==> src/rtl/gpu_pkg.sv <==
// Shared constants for the GPU display path: line-buffer geometry,
// default video timing and bank encoding.
package gpu_pkg;

  localparam int RAM_A_BITS = 8;
  localparam int RAM_D_BITS = 8;

  localparam int DEF_H_ACTIVE = 256;
  localparam int DEF_H_FP     = 16;
  localparam int DEF_H_SYNC   = 32;
  localparam int DEF_H_BP     = 48;
  localparam int DEF_V_ACTIVE = 192;
  localparam int DEF_V_FP     = 3;
  localparam int DEF_V_SYNC   = 4;
  localparam int DEF_V_BP     = 21;

  localparam logic BANK_A = 1'b0;
  localparam logic BANK_B = 1'b1;

endpackage

==> src/rtl/video_timing.sv <==
// Horizontal/vertical raster counters with active/sync decode and a
// line-start strobe. Counters sit at zero while reset or disabled.
module video_timing #(
  parameter int H_ACTIVE = gpu_pkg::DEF_H_ACTIVE,
  parameter int H_FP     = gpu_pkg::DEF_H_FP,
  parameter int H_SYNC   = gpu_pkg::DEF_H_SYNC,
  parameter int H_BP     = gpu_pkg::DEF_H_BP,
  parameter int V_ACTIVE = gpu_pkg::DEF_V_ACTIVE,
  parameter int V_FP     = gpu_pkg::DEF_V_FP,
  parameter int V_SYNC   = gpu_pkg::DEF_V_SYNC,
  parameter int V_BP     = gpu_pkg::DEF_V_BP,
  parameter int HW       = $clog2(H_ACTIVE + H_FP + H_SYNC + H_BP),
  parameter int VW       = $clog2(V_ACTIVE + V_FP + V_SYNC + V_BP)
) (
  input  logic          clk_i,
  input  logic          rst_i,
  input  logic          en_i,
  output logic [HW-1:0] h_cnt_o,
  output logic [VW-1:0] v_cnt_o,
  output logic          active_o,
  output logic          hsync_act_o,
  output logic          vsync_act_o,
  output logic          line_start_o
);

  localparam int H_TOTAL = H_ACTIVE + H_FP + H_SYNC + H_BP;
  localparam int V_TOTAL = V_ACTIVE + V_FP + V_SYNC + V_BP;

  logic [HW-1:0] h_q, h_d;
  logic [VW-1:0] v_q, v_d;

  always_comb begin
    h_d = h_q;
    v_d = v_q;
    if (h_q == HW'(H_TOTAL - 1)) begin
      h_d = '0;
      v_d = (v_q == VW'(V_TOTAL - 1)) ? '0 : v_q + 1'b1;
    end else begin
      h_d = h_q + 1'b1;
    end
  end

  always_ff @(posedge clk_i) begin
    if (rst_i || !en_i) begin
      h_q <= '0;
      v_q <= '0;
    end else begin
      h_q <= h_d;
      v_q <= v_d;
    end
  end

  assign h_cnt_o      = h_q;
  assign v_cnt_o      = v_q;
  assign active_o     = (h_q < HW'(H_ACTIVE)) && (v_q < VW'(V_ACTIVE));
  assign hsync_act_o  = (h_q >= HW'(H_ACTIVE + H_FP)) && (h_q < HW'(H_ACTIVE + H_FP + H_SYNC));
  assign vsync_act_o  = (v_q >= VW'(V_ACTIVE + V_FP)) && (v_q < VW'(V_ACTIVE + V_FP + V_SYNC));
  assign line_start_o = en_i && !rst_i && (h_q == '0);

endmodule

==> src/rtl/line_scanout.sv <==
// Display scan-out: reads the ping-pong line buffers, emits registered
// video, requests next-line fills and flags late fills as underruns.
module line_scanout
  import gpu_pkg::*;
#(
  parameter int   RAM_A_BITS = gpu_pkg::RAM_A_BITS,
  parameter int   RAM_D_BITS = gpu_pkg::RAM_D_BITS,
  parameter int   H_ACTIVE   = gpu_pkg::DEF_H_ACTIVE,
  parameter int   H_FP       = gpu_pkg::DEF_H_FP,
  parameter int   H_SYNC     = gpu_pkg::DEF_H_SYNC,
  parameter int   H_BP       = gpu_pkg::DEF_H_BP,
  parameter int   V_ACTIVE   = gpu_pkg::DEF_V_ACTIVE,
  parameter int   V_FP       = gpu_pkg::DEF_V_FP,
  parameter int   V_SYNC     = gpu_pkg::DEF_V_SYNC,
  parameter int   V_BP       = gpu_pkg::DEF_V_BP,
  parameter logic HSYNC_POL  = 1'b0,
  parameter logic VSYNC_POL  = 1'b0
) (
  input  logic                  wb_clk_i,
  input  logic                  wb_rst_i,
  input  logic                  enable_i,
  output logic [RAM_A_BITS-1:0] buf_a_a_o,
  output logic                  buf_a_cen_o,
  input  logic [RAM_D_BITS-1:0] buf_a_r_q_i,
  input  logic [RAM_D_BITS-1:0] buf_a_g_q_i,
  input  logic [RAM_D_BITS-1:0] buf_a_b_q_i,
  output logic [RAM_A_BITS-1:0] buf_b_a_o,
  output logic                  buf_b_cen_o,
  input  logic [RAM_D_BITS-1:0] buf_b_r_q_i,
  input  logic [RAM_D_BITS-1:0] buf_b_g_q_i,
  input  logic [RAM_D_BITS-1:0] buf_b_b_q_i,
  output logic                  fill_req_o,
  output logic [7:0]            fill_line_o,
  output logic                  fill_bank_o,
  input  logic                  fill_done_i,
  output logic [RAM_D_BITS-1:0] r_o,
  output logic [RAM_D_BITS-1:0] g_o,
  output logic [RAM_D_BITS-1:0] b_o,
  output logic                  de_o,
  output logic                  hsync_o,
  output logic                  vsync_o,
  output logic                  underrun_o
);

  localparam int H_TOTAL = H_ACTIVE + H_FP + H_SYNC + H_BP;
  localparam int V_TOTAL = V_ACTIVE + V_FP + V_SYNC + V_BP;
  localparam int HW      = $clog2(H_TOTAL);
  localparam int VW      = $clog2(V_TOTAL);

  logic          run;
  logic [HW-1:0] h_cnt;
  logic [VW-1:0] v_cnt;
  logic          active, hsync_act, vsync_act, line_start;

  assign run = enable_i && !wb_rst_i;

  video_timing #(
    .H_ACTIVE(H_ACTIVE), .H_FP(H_FP), .H_SYNC(H_SYNC), .H_BP(H_BP),
    .V_ACTIVE(V_ACTIVE), .V_FP(V_FP), .V_SYNC(V_SYNC), .V_BP(V_BP),
    .HW(HW), .VW(VW)
  ) u_timing (
    .clk_i       (wb_clk_i),
    .rst_i       (wb_rst_i),
    .en_i        (enable_i),
    .h_cnt_o     (h_cnt),
    .v_cnt_o     (v_cnt),
    .active_o    (active),
    .hsync_act_o (hsync_act),
    .vsync_act_o (vsync_act),
    .line_start_o(line_start)
  );

  always_comb begin
    buf_a_cen_o = 1'b1;
    buf_b_cen_o = 1'b1;
    buf_a_a_o   = '0;
    buf_b_a_o   = '0;
    if (run && active) begin
      if (v_cnt[0] == BANK_B) begin
        buf_b_cen_o = 1'b0;
        buf_b_a_o   = RAM_A_BITS'(h_cnt);
      end else begin
        buf_a_cen_o = 1'b0;
        buf_a_a_o   = RAM_A_BITS'(h_cnt);
      end
    end
  end

  // Next displayed line: wraps to line 0 from the last vertical-blank line.
  logic          last_line, fill_req;
  logic [VW-1:0] v_next;

  assign last_line = (v_cnt == VW'(V_TOTAL - 1));
  assign v_next    = last_line ? '0 : v_cnt + 1'b1;
  assign fill_req  = line_start && (last_line || (v_cnt < VW'(V_ACTIVE - 1)));

  assign fill_req_o  = fill_req;
  assign fill_line_o = fill_req ? 8'(v_next) : 8'h00;
  assign fill_bank_o = fill_req && v_next[0];

  logic pending_q, pending_d;
  logic line_blank_q, line_blank_d;
  logic underrun_q, underrun_d;
  logic de_q, de_d;
  logic bank_q, bank_d;
  logic out_blank_q, out_blank_d;
  logic hsync_q, hsync_d;
  logic vsync_q, vsync_d;
  logic under_evt, blank_now;

  // The check looks at the pending flag from before this cycle's request.
  assign under_evt = run && (h_cnt == '0) && (v_cnt < VW'(V_ACTIVE))
                     && pending_q && !fill_done_i;
  assign blank_now = line_start ? under_evt : line_blank_q;

  always_comb begin
    pending_d    = pending_q;
    line_blank_d = 1'b0;
    de_d         = 1'b0;
    bank_d       = 1'b0;
    out_blank_d  = 1'b0;
    hsync_d      = ~HSYNC_POL;
    vsync_d      = ~VSYNC_POL;
    underrun_d   = underrun_q || under_evt;
    if (!run) begin
      pending_d = 1'b0;
    end else begin
      if (fill_req)         pending_d = 1'b1;
      else if (fill_done_i) pending_d = 1'b0;
      line_blank_d = blank_now;
      de_d         = active;
      bank_d       = v_cnt[0];
      out_blank_d  = blank_now;
      hsync_d      = hsync_act ? HSYNC_POL : ~HSYNC_POL;
      vsync_d      = vsync_act ? VSYNC_POL : ~VSYNC_POL;
    end
  end

  always_ff @(posedge wb_clk_i) begin
    if (wb_rst_i) begin
      pending_q    <= 1'b0;
      line_blank_q <= 1'b0;
      underrun_q   <= 1'b0;
      de_q         <= 1'b0;
      bank_q       <= 1'b0;
      out_blank_q  <= 1'b0;
      hsync_q      <= ~HSYNC_POL;
      vsync_q      <= ~VSYNC_POL;
    end else begin
      pending_q    <= pending_d;
      line_blank_q <= line_blank_d;
      underrun_q   <= underrun_d;
      de_q         <= de_d;
      bank_q       <= bank_d;
      out_blank_q  <= out_blank_d;
      hsync_q      <= hsync_d;
      vsync_q      <= vsync_d;
    end
  end

  // SRAM q is already one cycle behind the address, so colour is muxed live.
  always_comb begin
    r_o = '0;
    g_o = '0;
    b_o = '0;
    if (de_q && !out_blank_q) begin
      if (bank_q == BANK_B) begin
        r_o = buf_b_r_q_i;
        g_o = buf_b_g_q_i;
        b_o = buf_b_b_q_i;
      end else begin
        r_o = buf_a_r_q_i;
        g_o = buf_a_g_q_i;
        b_o = buf_a_b_q_i;
      end
    end
  end

  assign de_o       = de_q;
  assign hsync_o    = hsync_q;
  assign vsync_o    = vsync_q;
  assign underrun_o = underrun_q;

endmodule

==> config.mk <==
export PLATFORM = sky130hd
export DESIGN_NAME = line_scanout
export DESIGN_NICKNAME = d
export VERILOG_FILES = /design/src/rtl/gpu_pkg.sv /design/src/rtl/video_timing.sv /design/src/rtl/line_scanout.sv
export SDC_FILE = /design/constraint.sdc
export NUM_CORES = 1
export LEC_CHECK = 0
export ABC_CLOCK_PERIOD_IN_PS = 2500
export CORE_MARGIN = 1
export CORE_UTILIZATION = 38
export DETAILED_ROUTE_END_ITERATION = 10
export PLACE_DENSITY = 0.81
export SLEW_MARGIN = 0
export SYNTH_ARGS = -nofsm -noshare
export SYNTH_HDL_FRONTEND = slang
export SYNTH_SLANG_ARGS = --single-unit
==> constraint.sdc <==
create_clock -name wb_clk_i -period 2.5 [get_ports wb_clk_i]
set_input_delay 0.375 -clock wb_clk_i [delete_from_list [all_inputs] [get_ports wb_clk_i]]
set_output_delay 0.375 -clock wb_clk_i [all_outputs]
set_load 0.1 [all_outputs]
## Yosys cells after proc, flatten, opt, wreduce, memory -nomap -nowiden

Index checks and enable logic that the tools add are counted.
Widths: inputs -> output; s select.

- Register bits after elaboration: 24
- Latch bits: 0
- Bits in writable memories: 0
- Memory bits (read-only): 0
- Bits of input ports: 52
- Output and inout bits: 56
- Logic and storage cells: 64
- Memories: 0

- Add/sub/neg operators: 2
- $mul: 0
- Divide/modulo/power cells: 0
- $lt $le $gt $ge: 7
- Equal/unequal tests: 2
- Shifts and indexed selects: 0
- Muxes and demuxes: 20
- Bitwise logic cells: 1
- Reduce and logical (&&, ||, !) cells: 23

Operator list:

| kind | number |
|---|---|
| $mux 8 | 12 |
| $lt 8x8->1 const B | 3 |
| $lt 9x9->1 const B | 2 |
| $logic_and 1x1->1 | 12 |
| $add 9x1->9 const B | 1 |
| $eq 9x9->1 const B | 1 |
| $ge 9x9->1 const B | 1 |
| $logic_not 9->1 | 1 |
| $add 8x1->8 const B | 1 |
| $eq 8x8->1 const B | 1 |
| $ge 8x8->1 const B | 1 |
| $mux 1 | 8 |
| $logic_not 1->1 | 4 |
| $reduce_or 2->1 | 2 |
| $logic_or 1x1->1 | 3 |
| $reduce_bool 2->1 | 1 |
| $not 1->1 | 1 |

## Depth between registers and ports, before layout

- Depth in word-level cells: 7
- Depth in mapped cells: 7
- Gate-level depth less buffers: 5

## Cells and area by module

Synthesis repeated with hierarchy kept, for this count alone.

- Cell total of the unflattened synthesis: 237
- Area total of the unflattened synthesis: 1,894.3 um^2

Modules (own cells, without submodules):

| module | times used | cells each | area each (um^2) |
|---|---|---|---|
| line_scanout | 1 | 134 | 969.7 |
| video_timing | 1 | 103 | 924.6 |

## Worst setup path after synthesis

OpenSTA, ideal clock, no wires.

- Path kind: register -> output
- Start point: reg u_timing.v_q[0] (netlist: u_timing.v_cnt_o[0])
- End point: out fill_line_o[6]
- Data arrival time: 3,149 ps
- Setup slack: -1,024 ps
- Stages on the path, launching flop included: 6
- Path buffers: 0
- Cells stage by stage: dfxtp_1 ha_1 and2_1 nand4_1 xor2_1 nor3_1

- Word-level cells in the longest chain between the ends: 4
- Elaborated cells on any way between the ends: 7
- Classes of those cells: add/sub (1); order compare (1); eq/ne (1); mux (2); reduce/logical (2)

Ends and longest elaborated chain:

| element | RTL line | source |
|---|---|---|
| start, declared | video_timing.sv:30 | `logic [VW-1:0] v_q, v_d;` |
| start signal, assigned | video_timing.sv:49 | `v_q <= v_d;` |
| $lt 8x8->1 or $eq 8x8->1 (tied branches) | line_scanout.sv:95, line_scanout.sv:93 |  |
| $logic_or 1x1->1 | line_scanout.sv:95 | `assign fill_req = line_start && (last_line \|\| (v_cnt < VW'(V_ACTIVE - 1)));` |
| $logic_and 1x1->1 | line_scanout.sv:95 |  |
| $mux 8 (*) | line_scanout.sv:98 | `assign fill_line_o = fill_req ? 8'(v_next) : 8'h00;` |
| end, declared | line_scanout.sv:33 | `output logic [7:0] fill_line_o,` |

Every way passes the cells marked *; elsewhere a longest branch is shown, timed or not.

## Final worst setup path

- Start point: reg u_timing.v_q[1] (netlist: u_timing.v_cnt_o[1])
- End point: out fill_line_o[7]

The elaborated chain is that of the path after synthesis.

==> metrics <==
Worst slew margin=69.2%; number of flops mapped to enable cells by yosys=0; share of layout cells above drive strength 1=36.4%; Tmin final=2.42 ns; number of sinks handled by clock tree synthesis=24; Clock Skew=0.0114 ns; path type of the worst setup path=reg -> out; Final setup violation count=0; Num CTS Buffers=3; commonest cells in the netlist=nor2_1 (40), mux2i_1 (25), dfxtp_1 (24), nand2_1 (14), and2_1 (12); share of the clock period used by the worst path=96.8%; violations in the final reports=design-rule violations; residual DRC count=26; Synth top area share=26.7%; highest ir drop seen on vdd=0.177 mV; Via Count=2069; flops & latches, synth=24; I/O Pins=108; filler instances=254; buffer cell driving the clock tree root=clkbuf_8; Power Dens Cells=285 nW/um^2; net count after synthesis=284; global-route congestion overflow total=0; GRT Total Usage=25.5%; outcome=complete, but fails checks; number of nets at the end of the flow=388; biggest area contributors in the synthesized netlist=dfxtp_1 (27%), mux2i_1 (14%), nor2_1 (8.3%); row count=24; most frequent cell after synthesis=nor2_1; storage element area=494 sq um; Arrival @ worst endpoint=2.05 ns; global-route wire length before repair=10.2 mm; total power consumption of the routed design=1.06 mW; DRC violation total after the first TritonRoute iteration=82; Std-Cell Core Area=4440 sq um; critical path launch point type=register; sequential area share after synthesis=26.7%; Clock Pin Slew Worst Setup and Hold Paths=0.09 ns; Worst Path Required=2.12 ns; pre-CTS setup slack=-0.0615 ns; total wire length=6.45 mm; via count of the first global-routing pass=2104; die footprint=5020 sq um; Slowest Stage Delay on Critical Path=0.38 ns; Avg Synthesized Cell Area=7.86 sq um; actual slew at the worst max-slew pin=0.462 ns; Worst Path Max Fanout=6; Chip Width=70.8 um; Hold WC Path Type=reg -> reg; slowest stage cell, crit path=dfxtp_4; Leakage=1.35 nW; Clock Latency Late Sink=0.27 ns; Yosys top cell by area=dfxtp_1; detail-routed net length per standard cell=16.8 um; TritonCTS clock tree=done; dpl hpwl=5.05 mm; clock buffer depth=2; Primary FF master, synth=dfxtp_1; Initial Util=40.5%; maximum number of pins on one net before global-route repair=25; worst-case setup margin in the final layout=0.0795 ns; antenna violations before repair=0; P&R area growth vs syn=106%; synthesis warning total=0; Routability Congestion=0.868; number of H-tree levels=1; final antenna-violating net count=0; post-route standard cell area excluding fillers=3710 sq um; kind of end point of the critical path=output port; Die Ht=70.8 um; Cell Chain, Critical Path=ha_4, and4b_2, nand3b_1, a31o_1, bufbuf_16, nor2_4, buf_12; post-synthesis cell area=1800 sq um; Mapped Cells=229; Multi-input gate area=1360 sq um; Antenna Cells=0; final-report max-slew violation count=0; cell area after placement=3590 sq um; Final Hold Fails=0; iteration count of the initial detailed-routing pass=7; Via-to-Cell Ratio=5.39; unique cell type count in the Yosys netlist=46; unrepaired setup endpoints after global routing=false; Port-buffer cells=107; highest achievable clock rate=413 MHz; async set-reset flop share out of synthesis=0%; maximum capacitance violations=0
[final cells by class]
class | count | share of cell area (%)
Timing Repair Buffer | 120 | 46.2
Multi-Input combinational cell | 176 | 36.7
Sequential cell | 24 | 13.3
Tap cell | 52 | 1.75
Clock buffer | 4 | 1.21
Inverter | 8 | 0.810
[worst max-delay path: cells and delay by family, from the launching register on]
family / cells / cell delay, ns
AOI/OAI and AO/OA: 1 / 0.26
DFF: 1 / 0.38
adders and majority gates: 1 / 0.17
buffers and inverters: 2 / 0.46
and+or+nand+nor: 3 / 0.49
[sequential cells by signal, summed over array words and instances, names as in the netlist]
signal	count
vsync_o	1
out_blank_q	1
pending_q	1
u_timing.h_cnt_o	9
de_o	1
hsync_o	1
underrun_o	1
u_timing.v_cnt_o	8
bank_q	1
[logic make-up (layout without fill, tap and decap cells)]
kind of cell	Yosys count	in the layout	share of synthesized area, %
and+or+nand+nor	112	112	34.5
buffers and inverters	29	132	7.99
AOI/OAI and AO/OA	25	25	9.52
muxes	25	25	13.9
DFF	24	24	26.7
xor gates and xnor gates	11	11	5.35
adders and majority gates	3	3	2.09
[per-stage QoR]
step	hold WS (ns)	TNS [ns]	std cells	utilization [%]
CTS	0.452	0	383	82.7
finish	0.447	0	384	83.4
global route	0.473	0	384	83.4
floorplan	0.431	-0.163	229	-
detailed placement	0.441	-0.274	376	80.7
global placement	0.437	-0.126	376	80.7
[path summary, 6_finish.rpt]
check	cells after the start	startpoint	slack, ns	endpoint
setup / recovery	7	u_timing.v_cnt_o[1]	0.08	fill_line_o[7]
hold / removal	2	underrun_o	0.45	underrun_o
setup reg to reg	5	u_timing.h_cnt_o[0]	0.59	u_timing.v_cnt_o[3]
hold reg to reg	2	underrun_o	0.45	underrun_o
[timing repair]
item / in CTS / in global routing
endpoints found under the setup margin: 6 / 7
setup buffers: 2 / 1
pin swaps: 3 / 3
gates resized for setup: 2 / 8
gates cloned: 1 / 0
endpoints found under the hold margin: 0 / 0
hold buffers: 0 / 0
[per-layer routing]
layer	GRT usage (%)	wire, um
met4	9.78	131
met3	6.13	668
met5	0	0
met1	28.1	2350
met2	47.0	3300
[report_power, final]
part           internal, mW  switching, mW  leakage (nW)  total [mW]
registers             0.384        0.00368         0.198       0.388
logic                 0.188          0.244          1.13       0.432
clock network         0.114          0.124        0.0228       0.238
[layout by cell type (no fill, tap or decap), types with 10 or more instances in the layout]
master	synthesis	layout
dfxtp_1	24	17
nor2_1	40	13
nand2_1	14	14
buf_4	1	15
nor2_4	0	12
buf_12	0	53
and2_1	12	11
and3_1	10	10
clkdlybuf4s50_1	0	49
nor2_2	0	15
mux2i_1	25	25
(Power assumes the default switching activity.)
